--- src/rtl/lif_neuron_bank.sv ---
// lif_neuron_bank
//   Time-multiplexed bank of NUM_NEURONS signed leaky integrate-and-fire
//   neurons. One shared leak/integrate/saturate/fire datapath updates one
//   neuron per cycle. A start/busy/done handshake runs one sweep over the
//   whole bank for each timestep.
//
// Ports
//   clk, reset          rising-edge clock, asynchronous active-high reset
//   start               request one sweep; ignored while busy
//   current_in          packed signed input current, neuron k at [k*WIDTH +: WIDTH]
//   threshold           signed firing threshold shared by the bank (<=0 disables firing)
//   decay               unsigned leak magnitude shared by the bank
//   refractory_period   refractory length in sweeps
//   busy                high from the first RUN cycle through the DONE cycle
//   done                one-cycle pulse at the end of a sweep
//   spikes_out          spike vector of the last completed sweep
//   dbg_sel             neuron index to observe
//   dbg_membrane        registered membrane of neuron dbg_sel (combinational read)

module lif_neuron_bank #(
    parameter int WIDTH       = 8,
    parameter int NUM_NEURONS = 4,
    parameter int REF_WIDTH   = 4,
    parameter int IDX_WIDTH   = 2
) (
    input  logic                         clk,
    input  logic                         reset,
    input  logic                         start,
    input  logic [NUM_NEURONS*WIDTH-1:0] current_in,
    input  logic [WIDTH-1:0]             threshold,
    input  logic [WIDTH-1:0]             decay,
    input  logic [REF_WIDTH-1:0]         refractory_period,
    output logic                         busy,
    output logic                         done,
    output logic [NUM_NEURONS-1:0]       spikes_out,
    input  logic [IDX_WIDTH-1:0]         dbg_sel,
    output logic [WIDTH-1:0]             dbg_membrane
);

    typedef enum logic [1:0] {
        IDLE = 2'd0,
        RUN  = 2'd1,
        DONE = 2'd2
    } state_t;

    localparam int EW = WIDTH + 2;
    localparam logic signed [EW-1:0] SAT_MAX = EW'((2 ** (WIDTH - 1)) - 1);
    localparam logic signed [EW-1:0] SAT_MIN = EW'(-(2 ** (WIDTH - 1)));
    localparam logic [IDX_WIDTH-1:0] LAST_IDX = IDX_WIDTH'(NUM_NEURONS - 1);

    state_t                         state;
    logic [IDX_WIDTH-1:0]           idx;

    // Shadow copies of the sweep parameters, frozen when start is accepted.
    logic [NUM_NEURONS*WIDTH-1:0]   current_sh;
    logic [WIDTH-1:0]               threshold_sh;
    logic [WIDTH-1:0]               decay_sh;
    logic [REF_WIDTH-1:0]           ref_period_sh;

    logic signed [WIDTH-1:0]        membrane [NUM_NEURONS];
    logic [REF_WIDTH-1:0]           ref_cnt  [NUM_NEURONS];
    logic [NUM_NEURONS-1:0]         spike_acc;

    logic signed [WIDTH-1:0]        v_cur;
    logic signed [WIDTH-1:0]        i_cur;
    logic signed [EW-1:0]           v_ext;
    logic signed [EW-1:0]           i_ext;
    logic signed [EW-1:0]           dec_ext;
    logic signed [EW-1:0]           thr_ext;
    logic signed [EW-1:0]           leak_tmp;
    logic signed [EW-1:0]           leaked;
    logic signed [EW-1:0]           sum;
    logic signed [EW-1:0]           sat;
    logic signed [WIDTH-1:0]        v_next;
    logic                           fire;
    logic                           refractory;
    logic [NUM_NEURONS-1:0]         spike_vec_next;

    // Shared datapath for the neuron selected by idx. Two guard bits keep the
    // leak and the sum exact before saturation back to WIDTH.
    always_comb begin
        v_cur    = membrane[idx];
        i_cur    = current_sh[idx*WIDTH +: WIDTH];
        v_ext    = EW'(v_cur);
        i_ext    = EW'(i_cur);
        dec_ext  = signed'({2'b00, decay_sh});
        thr_ext  = EW'(signed'(threshold_sh));
        leak_tmp = '0;
        leaked   = '0;

        // Leak toward zero but never past it.
        if (v_ext > 0) begin
            leak_tmp = v_ext - dec_ext;
            leaked   = (leak_tmp < 0) ? '0 : leak_tmp;
        end else if (v_ext < 0) begin
            leak_tmp = v_ext + dec_ext;
            leaked   = (leak_tmp > 0) ? '0 : leak_tmp;
        end

        sum = leaked + i_ext;
        if (sum > SAT_MAX) begin
            sat = SAT_MAX;
        end else if (sum < SAT_MIN) begin
            sat = SAT_MIN;
        end else begin
            sat = sum;
        end

        refractory = (ref_cnt[idx] != '0);
        fire       = !refractory && (thr_ext > 0) && (sat >= thr_ext);
        v_next     = fire ? WIDTH'(sat - thr_ext) : WIDTH'(sat);

        spike_vec_next      = spike_acc;
        spike_vec_next[idx] = fire;
    end

    // Sweep sequencer plus per-neuron state update.
    always_ff @(posedge clk or posedge reset) begin
        if (reset) begin
            state         <= IDLE;
            idx           <= '0;
            busy          <= 1'b0;
            done          <= 1'b0;
            spikes_out    <= '0;
            spike_acc     <= '0;
            current_sh    <= '0;
            threshold_sh  <= '0;
            decay_sh      <= '0;
            ref_period_sh <= '0;
            for (int k = 0; k < NUM_NEURONS; k++) begin
                membrane[k] <= '0;
                ref_cnt[k]  <= '0;
            end
        end else begin
            case (state)
                IDLE: begin
                    done <= 1'b0;
                    if (start) begin
                        current_sh    <= current_in;
                        threshold_sh  <= threshold;
                        decay_sh      <= decay;
                        ref_period_sh <= refractory_period;
                        idx           <= '0;
                        spike_acc     <= '0;
                        busy          <= 1'b1;
                        state         <= RUN;
                    end
                end

                RUN: begin
                    if (refractory) begin
                        ref_cnt[idx] <= ref_cnt[idx] - 1'b1;
                    end else begin
                        membrane[idx] <= v_next;
                        if (fire) begin
                            ref_cnt[idx] <= ref_period_sh;
                        end
                    end
                    spike_acc <= spike_vec_next;

                    // The last neuron's spike is folded in here so spikes_out
                    // is valid in the same cycle as done.
                    if (idx == LAST_IDX) begin
                        spikes_out <= spike_vec_next;
                        done       <= 1'b1;
                        state      <= DONE;
                    end else begin
                        idx <= idx + 1'b1;
                    end
                end

                DONE: begin
                    done  <= 1'b0;
                    busy  <= 1'b0;
                    state <= IDLE;
                end

                default: begin
                    done  <= 1'b0;
                    busy  <= 1'b0;
                    state <= IDLE;
                end
            endcase
        end
    end

    // Out-of-range selections read as zero when NUM_NEURONS is not a power of two.
    always_comb begin
        dbg_membrane = '0;
        if (int'(dbg_sel) < NUM_NEURONS) begin
            dbg_membrane = membrane[dbg_sel];
        end
    end

endmodule
--- config.mk ---
export PLATFORM = sky130hd
export DESIGN_NAME = lif_neuron_bank
export DESIGN_NICKNAME = d
export VERILOG_FILES = /design/src/rtl/lif_neuron_bank.sv
export SDC_FILE = /design/constraint.sdc
export NUM_CORES = 1
export LEC_CHECK = 0
export ABC_AREA = 1
export BUFFER_PORTS_ARGS = -buffer_cell sky130_fd_sc_hd__buf_2
export CORE_AREA = 2 2 134 110
export CTS_BUF_LIST = sky130_fd_sc_hd__clkbuf_4 sky130_fd_sc_hd__clkbuf_8
export DETAILED_ROUTE_END_ITERATION = 6
export DIE_AREA = 0 0 136 112
export PLACE_DENSITY_LB_ADDON = 0.08
export SYNTH_ARGS = -nofsm -noshare
export SYNTH_HDL_FRONTEND = slang
export SYNTH_SLANG_ARGS = --single-unit
--- constraint.sdc ---
create_clock -name clk -period 8.6 [get_ports clk]
set_input_delay 1.72 -clock clk [delete_from_list [all_inputs] [get_ports clk]]
set_output_delay 1.72 -clock clk [all_outputs]
set_load 0.05 [all_outputs]
* After elaboration in Yosys (flattened, before gate mapping) *
Index checks and enable logic that the tools add are counted.

cells by class
  $add $sub $neg = 6
  order comparisons = 13
  eq/ne operators = 5
  shifts and indexed selects = 1
  mux-type cells = 40
  bitwise gates (word level) = 4
  reduce and logical (&&, ||, !) cells = 17

operators with widths
  operator                                                                       count
  10-bit 2-to-1 mux                                                              6
  8-bit 2-to-1 mux                                                               6
  8-bit binary-select mux with 2-bit select                                      2
  16-bit bitwise mux                                                             2
  32-bit bitwise mux                                                             1
  16-bit 2-to-1 mux                                                              2
  32-bit by 6-bit variable part select with 8-bit output                         1
  8-bit demux with 2-bit select                                                  1
  8-bit by 1-bit > comparator with 1-bit output, second input constant           2
  4-bit 2-to-1 mux                                                               4
  2-bit AND reduction                                                            7
  10-bit by 8-bit adder with 10-bit output                                       1
  8-bit by 9-bit adder with 10-bit output                                        1
  10-bit by 8-bit >= comparator with 1-bit output                                1
  10-bit by 1-bit > comparator with 1-bit output, second input constant          1
  10-bit by 8-bit > comparator with 1-bit output, second input constant          1
  10-bit by 1-bit less-than comparator with 1-bit output, second input constant  1
  10-bit by 8-bit less-than comparator with 1-bit output, second input constant  1
  8-bit by 9-bit subtractor with 10-bit output                                   1
  4-bit binary-select mux with 2-bit select                                      1
  4-bit demux with 2-bit select                                                  1
  8-bit by 1-bit less-than comparator with 1-bit output, second input constant   1
  2-bit 2-to-1 mux                                                               4
  2-bit case mux with 2 select lines                                             2
  23 further kinds                                                               35

word-level totals
  flip-flop bits (word level) = 114
  bits of input ports = 57
  output and inout port bits = 14
  logic and storage cells = 104

* Longest topological paths before layout *
Gate-level depths: netlist (run 1).

  depth in word-level cells = 17
  mapped depth = 54
  gate-level depth less buffers = 51

* Worst setup path before layout (run 1) *
OpenSTA, ideal clock, no wires.

  kind = flip-flop to flip-flop
  start = register idx[0]
  end = register membrane[29] in the netlist's numbering
  library setup time = 121 ps
  arrival = 6091 ps
  data required time = 8479 ps
  slack = 2388 ps
  stages on the path, launching flop included = 48
  buffers on the path = 4
  clock period less this slack = 6212 ps
  path through = dfrtp_1 > buf_4 > inv_2 > buf_6 > buf_6 > o21ai_0 > o22ai_1 > ha_1 > inv_1 > nand3_1 > nand2_1 > nand2_1 > nand2_1 > a21oi_1 > ha_1 > inv_1 > nor2_1 > nand3_1 > [12 not listed] > nor2_1 > nand2_1 > ha_1 > inv_1 > nand2_1 > a21boi_0 > ha_1 > inv_1 > fa_1 > nand3_1 > nand3_1 > nand2_1 > nand3_1 > nand2_2 > buf_6 > nand3_2 > nand3_1 > o21ai_1

on the way
  cells in the longest elaborated chain, start to end = 17
  elaborated cells between the ends (all ways) = 38
  classes of those cells = add/sub (4); order compare (9); shift (1); mux (16); bitwise (2); reduce/logical (6)

ends and longest elaborated chain
  what                                                    RTL line      source
  start: declaration                                      52            logic [IDX_WIDTH-1:0] idx;
  start signal: assignment                                168           idx <= idx + 1'b1;
  2-bit inverter with 3-bit output (not written as such)  82, 109, 154
  8-bit binary-select mux with 2-bit select               82            v_cur = membrane[idx];
  8-bit 2-to-1 mux (not written as such) (2 in a row)     82
  8-bit by 9-bit adder with 10-bit output                 96            leak_tmp = v_ext + dec_ext;
  10-bit by 1-bit > comparator with 1-bit output          97            leaked = (leak_tmp > 0) ? '0 : leak_tmp;
  10-bit 2-to-1 mux                                       97
  10-bit 2-to-1 mux                                       95            end else if (v_ext < 0) begin
  10-bit 2-to-1 mux                                       92            if (v_ext > 0) begin
  10-bit by 8-bit adder with 10-bit output                100           sum = leaked + i_ext;
  10-bit by 8-bit less-than comparator with 1-bit output  103           end else if (sum < SAT_MIN) begin
  10-bit 2-to-1 mux                                       103
  10-bit 2-to-1 mux                                       101           if (sum > SAT_MAX) begin
  10-bit by 8-bit >= comparator with 1-bit output         110           fire = !refractory && (thr_ext > 0) && (sat >= thr_ext);
  1-bit logical AND                                       110
  8-bit 2-to-1 mux                                        111           v_next = fire ? WIDTH'(sat - thr_ext) : WIDTH'(sat);
  32-bit bitwise mux                                      154           membrane[idx] <= v_next;
  end signal: indexed assignment                          154
  end: declaration                                        60            logic signed [WIDTH-1:0] membrane [NUM_NEURONS];

Several ways; a longest one is shown, not always the timed one. The select of a mux whose other input is x is not followed.
A chain may end at the register's enable or synchronous reset.

* Final worst setup path (run 1) *
  start = register idx[0]
  end = register membrane[24] in the netlist's numbering

Same word-level chain as after synthesis.

==> run metrics, run 1 <==
Mapped Nets around 1200; Netlist cell types between 40 and 50; post-CTS sizing 0; Starting Density between 50% and 60%; hold buffer count at cts 0; Iteration-0 DRC Markers between 500 and 600; Avg WL per Cell around 15 um; Post-route DRC 0; Top FF cell, synth dfrtp_1; ys async rst share 100%; TritonCTS Buffers 17; register bit count reported by yosys 113; Post-CTS Setup Bufs 0; Max Slew Vio Count 0; Die ar. 15200 um2; Synth Instances ~1100; ANT cells 0; Setup crit start kind flop; routed vias 7041; Seq/Total Area, Yosys roughly 37%; antenna viol nets, final 0; Routed WL between 15000 and 20000 um; most frequent cells in the layout nand2_1, dfrtp_1, inv_1; total I/O pin count between 70 and 80; Syn-to-layout area delta 10.9%; pin count of the biggest net entering global routing between 70 and 80; initial antenna violation count 0; maximum clock frequency around 0.13 GHz; Setup CP Type flop to flop; first-pass GRT wire length about 33000 um; Clock Skew ~0.013 ns; CTS H-Tree Depth 4; clock-pin slew on the worst setup and hold paths 0.09 ns; EDFF count, synth 0; layout cell share with drive strength beyond 1 13.9%; number of placement rows 39; Syn. warnings 0; Final Hold Viols 0; worst-path fanout max 28; drt first pass iters 5; CTS tree done; Setup Viol. Count Final 0; crit share post-route between 80% and 90%; critical path arrival 8.07 ns; worst-skew pair later-pin latency between 0.4 and 0.5 ns; remaining global-route overflow 0; filler cell count about 1400; CTS Root Cell clkbuf_8; Min Hold Slack 0.474 ns; Synth Cell Area between 7000 and 8000 um2; Max stage delay on crit path around 0.78 ns; Tot GR Track Use about 28%; commonest non-fill, non-tap cell in the layout nand2_1; GPL Wtd Cong 0.945; DP Wirelength around 14000 um; vias in the first global route just under 7000; Clock Tree Buf Depth 2; CP max stage cell dfrtp_1; clk sinks between 100 and 150; Slew @ Worst Pin around 1 ns; status completed; Worst Setup End Kind flop; die extent in x between 100 and 150 um; vias per cell 5.37; crit-path most repeated cell nand2_1; port bufs 70; total core area between 10000 and 15000 um2; DIE HEIGHT approximately 110 um; setup TNS 0 ns; Nets between 1000 and 1500; Relative slew margins between 30% and 40%; clock period minus worst slack 7.72 ns; Syn Area/Cell a little over 7 um2; Max Cap Viol 0; Hold WC Path Type flop to flop; RSZ-0062 raised after global routing false; CP Data Required Time about 9 ns
[stage by stage]
stage               cell area [um2]  std cells  setup slack (ns)  utilization, %
finish                         8360       1312             0.879            59.9
global route                   8360       1312            0.0340            59.9
CTS                            8360       1312             0.972            59.9
detailed placement             7990       1280             0.995            57.3
global placement               7990       1280              1.23            57.3
floorplan                      7540       1053              2.39               -
[state kept, by name (all words and copies together) (netlist names), 3 cells and up]
register / flops
membrane: 32
decay_sh: 8
threshold_sh: 8
ref_period_sh: 4
spike_acc: 3
spikes_out: 4
ref_cnt: 16
current_sh: 32
[routing by layer]
metal	wire length, um	global-route usage (%)	up-vias
li1	-	-	3531
met1	9520	40.3	3260
met2	8820	42.4	218
met3	1170	5.46	32
met4	408	9.65	0
met5	0	0	-
[cells in the mapped netlist, types with 2 or more instances]
cell type / number / area share, %
nand3_4: 3 / 0.70
nand4_1: 22 / 1.8
a31oi_1: 2 / 0.17
buf_4: 4 / 0.40
xnor2_1: 3 / 0.35
o21ai_0: 74 / 4.9
nand2_1: 386 / 19
fa_1: 4 / 1.1
nor2_4: 3 / 0.45
nand3_2: 6 / 0.80
clkbuf_1: 17 / 0.85
o211ai_1: 2 / 0.20
nor2_2: 2 / 0.17
nor2_1: 60 / 3.0
xor2_1: 8 / 0.93
inv_1: 93 / 4.6
nand3_1: 90 / 6.0
o21bai_1: 2 / 0.20
buf_6: 3 / 0.45
or2_2: 5 / 0.41
nor3_1: 8 / 0.53
nand2_2: 8 / 0.66
inv_2: 11 / 0.55
a21oi_1: 31 / 2.1
buf_2: 7 / 0.46
o21ai_1: 7 / 0.46
ha_1: 45 / 7.5
o22ai_1: 14 / 1.2
nand2_4: 3 / 0.45
o21ai_2: 3 / 0.35
dfrtp_1: 113 / 37
[cells by family (layout without fill, tap and decap cells)]
kind of cell,count (synthesis),after routing,synth area share [%]
adder cells (fa/ha/maj),49,49,8.53
AO/OA/AOI/OAI,141,141,10.2
buffers and inverters,138,213,7.65
flip-flops,113,113,37.5
AND/OR/NAND/NOR,601,601,34.9
XOR/XNOR,11,11,1.28
[worst paths after layout]
check / from / endpoint / slack (ns) / depth (start not counted)
max: idx[0]$_DFFE_PP0P_ / membrane[24]$_DFFE_PP0P_ / 0.88 / 44
min: spikes_out[1]$_DFFE_PP0P_ / spikes_out[1]$_DFFE_PP0P_ / 0.47 / 2
max reg2reg: idx[0]$_DFFE_PP0P_ / membrane[24]$_DFFE_PP0P_ / 0.88 / 44
min reg2reg: spikes_out[1]$_DFFE_PP0P_ / spikes_out[1]$_DFFE_PP0P_ / 0.47 / 2
max in group asynchronous: reset / ref_cnt[7]$_DFFE_PP0P_ / 5.96 / 3
min in group asynchronous: reset / decay_sh[3]$_DFFE_PP0P_ / 1.34 / 2
[critical path: cells and delay by family (launching register included)]
family                     cells  cell delay, ns
AOI/OAI and AO/OA              4            0.76
adders and majority gates      6            1.88
buffers and inverters          7            1.03
DFF                            1            0.78
and+or+nand+nor               27            3.12
[cell type report]
type	count	area, um2	share of cell area, %
tap	184	230	2.75
timing repair buffer	77	403	4.82
sequential	113	2830	33.8
clock buffer	17	234	2.80
inverter	104	393	4.70
multi-input combinational	802	4140	49.5
clock inverter	15	138	1.65
Power of run 1 is left out: the tool's default activity adds up to more than one toggle a clock period on the data nets, which glitch-free logic cannot reach.
==> inputs of run 2 (changes only) <==
==> constraint.sdc (replaced) <==
create_clock -name clk -period 8.85 [get_ports clk]
set_input_delay 1.77 -clock clk [delete_from_list [all_inputs] [get_ports clk]]
set_output_delay 1.77 -clock clk [all_outputs]
set_load 0.05 [all_outputs]
==> run 2 against run 1 <==
Compared with the run above:
- first-iteration DRC count rose by 16%
- die area is the same
- fmax down 1.8%
- hold slack improved by 0.0054 ns
- cell area about the same
- non-clock buffer count is 2 lower
- register-to-register slack improved by 0.10 ns
- clock skew fell by 0.0015 ns
- sequential share of layout area about the same
- flip-flop and latch count stayed put
- routed wire length decreased by 0.19%
- largest cell class unchanged
==> run metrics, run 2 (synthesis gave the netlist of run 1 again) <==
status completed (unchanged); Relative slew margins 24.4% (was 31.4%); layout cell share with drive strength beyond 1 13.8% (was 13.9%); fin worst setup slack 0.984 ns (was 0.879 ns); Clock Tree Buf Depth 2 (unchanged); most frequent cells in the layout nand2_1, dfrtp_1, inv_1 (unchanged); clock-pin slew on the worst setup and hold paths 0.08 ns (was 0.09 ns); Syn-to-layout area delta 10.8% (was 10.9%); Clock Skew 0.0119 ns (was 0.0134 ns); CTS H-Tree Depth 4 (unchanged); CP max stage cell dfrtp_1 (unchanged); Setup CP Type flop to flop (unchanged); vias in the first global route 6703 (was 6821); Avg WL per Cell 15.2 um (about the same); pin count of the biggest net entering global routing 72 (unchanged); maximum clock frequency 0.127 GHz (was 0.130 GHz); commonest non-fill, non-tap cell in the layout nand2_1 (unchanged); total I/O pin count 71 (unchanged); Post-route DRC 0 (unchanged); Die ar. 15200 um2 (unchanged); Starting Density 54.0% (unchanged); clk sinks 113 (unchanged); reg2reg start idx[1]$_DFFE_PP0P_ (was idx[0]$_DFFE_PP0P_); clock period minus worst slack 7.87 ns (was 7.72 ns); setup TNS 0 ns (unchanged); Critical Path End ref_cnt[4]$_DFFE_PP0P_ (was membrane[24]$_DFFE_PP0P_); CP Depth 44 (unchanged); Final Hold Viols 0 (unchanged); RSZ-0062 raised after global routing false (unchanged); crit-path most repeated cell nand2_1 (unchanged); Setup Viol. Count Final 0 (unchanged); Post-CTS Setup Bufs 0 (unchanged); Slew @ Worst Pin 1.13 ns (was 1.03 ns); Tot GR Track Use 27.9% (was 28.0%); Top Family by Delay on Critical Path simple AND/OR/NAND/NOR gates (unchanged); antenna viol nets, final 0 (unchanged); total core area 14000 um2 (unchanged); DP Worst Slack 1.15 ns (was 0.995 ns); routed vias 7088 (was 7041); DP Wirelength 14200 um (was 14300 um); ANT cells 0 (unchanged); initial antenna violation count 0 (unchanged); post-CTS sizing 0 (unchanged); CTS Root Cell clkbuf_8 (unchanged); Worst R2R Setup Slack 0.98 ns (was 0.88 ns); Largest regs current_sh x32, membrane x32, ref_cnt x16 (unchanged); port bufs 70 (unchanged); Max stage delay on crit path 0.81 ns (was 0.78 ns); vias per cell 5.41 (was 5.37); R2R Path End ref_cnt[4]$_DFFE_PP0P_ (was membrane[24]$_DFFE_PP0P_); DP Area 7980 um2 (was 7990 um2); remaining global-route overflow 0 (unchanged); drt first pass iters 6 (was 5); number of placement rows 39 (unchanged); Max Cap Viol 0 (unchanged); worst-path fanout max 28 (unchanged); CTS tree done (unchanged); Hold WC Path Type flop to flop (unchanged); first-pass GRT wire length 33200 um (was 33400 um); Worst Setup End Kind flop (unchanged); DIE HEIGHT 112 um (unchanged); Routed WL 19900 um (about the same); Max Slew Vio Count 0 (unchanged); CP Data Required Time 9.19 ns (was 8.95 ns); R2R cell count 44 (unchanged); filler cell count 1332 (was 1385); worst-skew pair later-pin latency 0.45 ns (was 0.47 ns); GPL Wtd Cong 0.963 (was 0.945); Iteration-0 DRC Markers 643 (was 555); Setup crit start kind flop (unchanged); TritonCTS Buffers 17 (unchanged); crit share post-route 88.9% (was 89.8%); critical path arrival 8.21 ns (was 8.07 ns); hold buffer count at cts 0 (unchanged); Nets 1219 (was 1221); crit path from idx[1]$_DFFE_PP0P_ (was idx[0]$_DFFE_PP0P_); Finished Cell Area 8350 um2 (was 8360 um2); die extent in x 136 um (unchanged); Buf/Inv on CP 6 (was 7)
[run 2: cell types whose count changed in the layout (fill, tap and decap cells not counted), sizes merged]
| cell | change |
|---|---|
| clkinvlp | +1 |
| inv | -8 |
| bufinv | +1 |
| clkbuf | +1 |
| buf | -2 |
| clkinv | +5 |
[run 2: metal layers]
metal / vias up / share of wire, % / track usage, % / wire length [um]
li1: 3532 / - / - / -
met1: 3271 / 48 / 39.7 / 9530
met2: 261 / 44 / 42.7 / 8730
met3: 24 / 6.6 / 6.38 / 1310
met4: 0 / 1.5 / 8.06 / 298
met5: - / 0 / 0 / 0
[run 2: layout make-up]
type	instances	area, um2	area share (%)
flip-flops and latches	113	2830	33.8
repair buffers	75	388	4.64
inverters	104	393	4.70
clock inverters	14	131	1.57
well taps	184	230	2.76
clock buffers	18	248	2.97
multi-input cells	802	4140	49.5
[run 2: worst min path at each step]
stage	from	endpoint	slack, ns	cells past startpoint
after CTS	current_sh[10]$_DFFE_PP0P_	current_sh[10]$_DFFE_PP0P_	0.48	2
after global placement	current_sh[16]$_DFFE_PP0P_	current_sh[16]$_DFFE_PP0P_	0.46	2
final	spikes_out[2]$_DFFE_PP0P_	spikes_out[2]$_DFFE_PP0P_	0.48	2
after floorplan	ref_cnt[5]$_DFFE_PP0P_	ref_cnt[5]$_DFFE_PP0P_	0.44	2
after global routing	current_sh[21]$_DFFE_PP0P_	current_sh[21]$_DFFE_PP0P_	0.50	2
after detailed placement	current_sh[10]$_DFFE_PP0P_	current_sh[10]$_DFFE_PP0P_	0.46	2
[run 2: worst min-delay path, stage by stage, from the launching register on]
cell	delay, ns
dfrtp_1	0.34
nand2_1	0.05
nand2_1	0.06
[run 2: per-stage QoR]
step / util, % / cells / hold slack, ns
2_1_floorplan: - / 1053 / 0.437
3_3_place_gp: 57.1 / 1278 / 0.459
3_5_place_dp: 57.1 / 1278 / 0.460
4_1_cts: 59.9 / 1310 / 0.480
5_1_grt: 59.9 / 1310 / 0.498
6_report: 59.9 / 1310 / 0.480
Power of run 2 is left out for the same reason.
==> inputs of run 3 (changes only) <==
--- a/config.mk
+++ b/config.mk
@@ -6,11 +6,12 @@
 export NUM_CORES = 1
 export LEC_CHECK = 0
 export ABC_AREA = 1
-export BUFFER_PORTS_ARGS = -buffer_cell sky130_fd_sc_hd__buf_2
 export CORE_AREA = 2 2 134 110
 export CTS_BUF_LIST = sky130_fd_sc_hd__clkbuf_4 sky130_fd_sc_hd__clkbuf_8
 export DETAILED_ROUTE_END_ITERATION = 6
 export DIE_AREA = 0 0 136 112
+export DONT_BUFFER_PORTS = 1
+export MAX_ROUTING_LAYER = met4
 export PLACE_DENSITY_LB_ADDON = 0.08
 export SYNTH_ARGS = -nofsm -noshare
 export SYNTH_HDL_FRONTEND = slang
==> run 3 against run 2 <==
Compared with the run above:
- fmax rose by 1.3%
- critical path type unchanged
- cell area fell by 3.9%
- clock skew fell by 0.0018 ns
- non-clock buffer count fell by 69
- register-to-register slack improved by 0.10 ns
- setup slack improved by 0.10 ns
- core utilization fell by 2.3 points
- routed wire length fell by 0.26%
- critical path depth fell by 2
- count of clock-buffer cells in the layout rose by 2
- flip-flop and latch count did not move
==> run metrics, run 3 (synthesis gave the netlist of run 1 again) <==
initial antenna violation count 0 (unchanged); CTS tree done (unchanged); Starting Density 54.0% (unchanged); Post-CTS Setup Bufs 0 (unchanged); wire length on met2 8570 um (was 8730 um); DP Area 7630 um2 (was 7980 um2); Syn-to-layout area delta 6.45% (was 10.8%); status completed (unchanged); Finished Cell Area 8030 um2 (was 8350 um2); first-pass GRT wire length 33200 um (about the same); Worst Setup End Kind flop (unchanged); WL met1 9530 um (about the same); Setup crit start kind flop (unchanged); Final Hold Viols 0 (unchanged); Setup CP Type flop to flop (unchanged); RSZ-0062 raised after global routing false (unchanged); routed vias 6841 (was 7088); GPL Wtd Cong 0.966 (was 0.963); hold depth 2 (unchanged); drt first pass iters 5 (was 6); setup TNS 0 ns (unchanged); Nets 1150 (was 1219); R2R cell count 42 (was 44); worst-path fanout max 28 (unchanged); crit-path most repeated cell nand2_1 (unchanged); layout cell share with drive strength beyond 1 8.14% (was 13.8%); Max Slew Vio Count 0 (unchanged); vias per cell 5.51 (was 5.41); Clock Skew 0.0100 ns (was 0.0119 ns); fin worst setup slack 1.09 ns (was 0.984 ns); Finished Core Util 57.5% (was 59.9%); clock-pin slew on the worst setup and hold paths 0.07 ns (was 0.08 ns); port bufs 0 (was 70); Setup Viol. Count Final 0 (unchanged); total I/O pin count 71 (unchanged); Max stage delay on crit path 1.07 ns (was 0.81 ns); Worst Hold Launch current_sh[21]$_DFFE_PP0P_ (was spikes_out[2]$_DFFE_PP0P_); antenna viol nets, final 0 (unchanged); vias in the first global route 6565 (was 6703); top routing layer used met4 (unchanged); post-CTS sizing 0 (unchanged); CTS Root Cell clkbuf_8 (unchanged); TritonCTS Buffers 17 (unchanged); Largest regs current_sh x32, membrane x32, ref_cnt x16 (unchanged); worst-skew pair later-pin latency 0.46 ns (was 0.45 ns); reg2reg start idx[1]$_DFFE_PP0P_ (unchanged); Tot GR Track Use 28.7% (was 27.9%); ANT cells 0 (unchanged); clk sinks 113 (unchanged); critical path arrival 8.10 ns (was 8.21 ns); crit path from idx[1]$_DFFE_PP0P_ (unchanged); CTS H-Tree Depth 4 (unchanged); DR WL met3 1290 um (was 1310 um); most frequent cells in the layout nand2_1, dfrtp_1, inv_1 (unchanged); Clock Tree Buf Depth 2 (unchanged); crit share post-route 87.7% (was 88.9%); DIE HEIGHT 112 um (unchanged); Relative slew margins 25.0% (was 24.4%); Post-route DRC 0 (unchanged); pin count of the biggest net entering global routing 72 (unchanged); Routed WL 19800 um (was 19900 um); Max Cap Viol 0 (unchanged); remaining global-route overflow 0 (unchanged); maximum clock frequency 0.129 GHz (was 0.127 GHz); Die ar. 15200 um2 (unchanged); Slew @ Worst Pin 1.14 ns (was 1.13 ns); DP Wirelength 14100 um (was 14200 um); clock period minus worst slack 7.76 ns (was 7.87 ns); CP max stage cell dfrtp_1 (unchanged); CP Data Required Time 9.19 ns (about the same); DP Worst Slack 1.26 ns (was 1.15 ns); Worst R2R Setup Slack 1.09 ns (was 0.98 ns); hold buffer count at cts 0 (unchanged); number of placement rows 39 (unchanged); Avg WL per Cell 16.0 um (was 15.2 um); total core area 14000 um2 (unchanged); Hold WC Path Type flop to flop (unchanged); Iteration-0 DRC Markers 638 (was 643); commonest non-fill, non-tap cell in the layout nand2_1 (unchanged); die extent in x 136 um (unchanged)
-- run 3: final cells by class --
type	instances	area (um2)
multi-input combinational	802	4140
fill	1387	5930
clock buffer	20	263
sequential	113	2830
tap	184	230
inverter	104	393
clock inverter	12	133
timing repair buffer	6	45.0
-- run 3: metal layers --
metal / track usage [%] / vias to the layer above
met5: - / -
met2: 40.5 / 210
li1: - / 3392
met4: 9.93 / 0
met3: 5.97 / 36
met1: 41.1 / 3203
-- run 3: final timing paths --
check | to
setup / recovery | ref_cnt[15]$_DFFE_PP0P_
hold / removal | current_sh[21]$_DFFE_PP0P_
setup reg to reg | ref_cnt[15]$_DFFE_PP0P_
hold reg to reg | current_sh[21]$_DFFE_PP0P_
max in group asynchronous | membrane[14]$_DFFE_PP0P_
min in group asynchronous | decay_sh[2]$_DFFE_PP0P_
-- run 3: stage by stage --
stage | instances | hold slack, ns
after global routing | 1241 | 0.497
after global placement | 1209 | 0.459
after CTS | 1241 | 0.478
after floorplan | 1053 | 0.437
final | 1241 | 0.478
after detailed placement | 1209 | 0.459
-- run 3: critical path, delay by kind of cell (launching register included) --
kind,cells,cell delay (ns)
and+or+nand+nor,24,2.78
adders and majority gates,7,2.16
AOI/OAI and AO/OA,5,1.25
buffers and inverters,6,0.40
DFF,1,1.07
Power of run 3 is left out for the same reason.
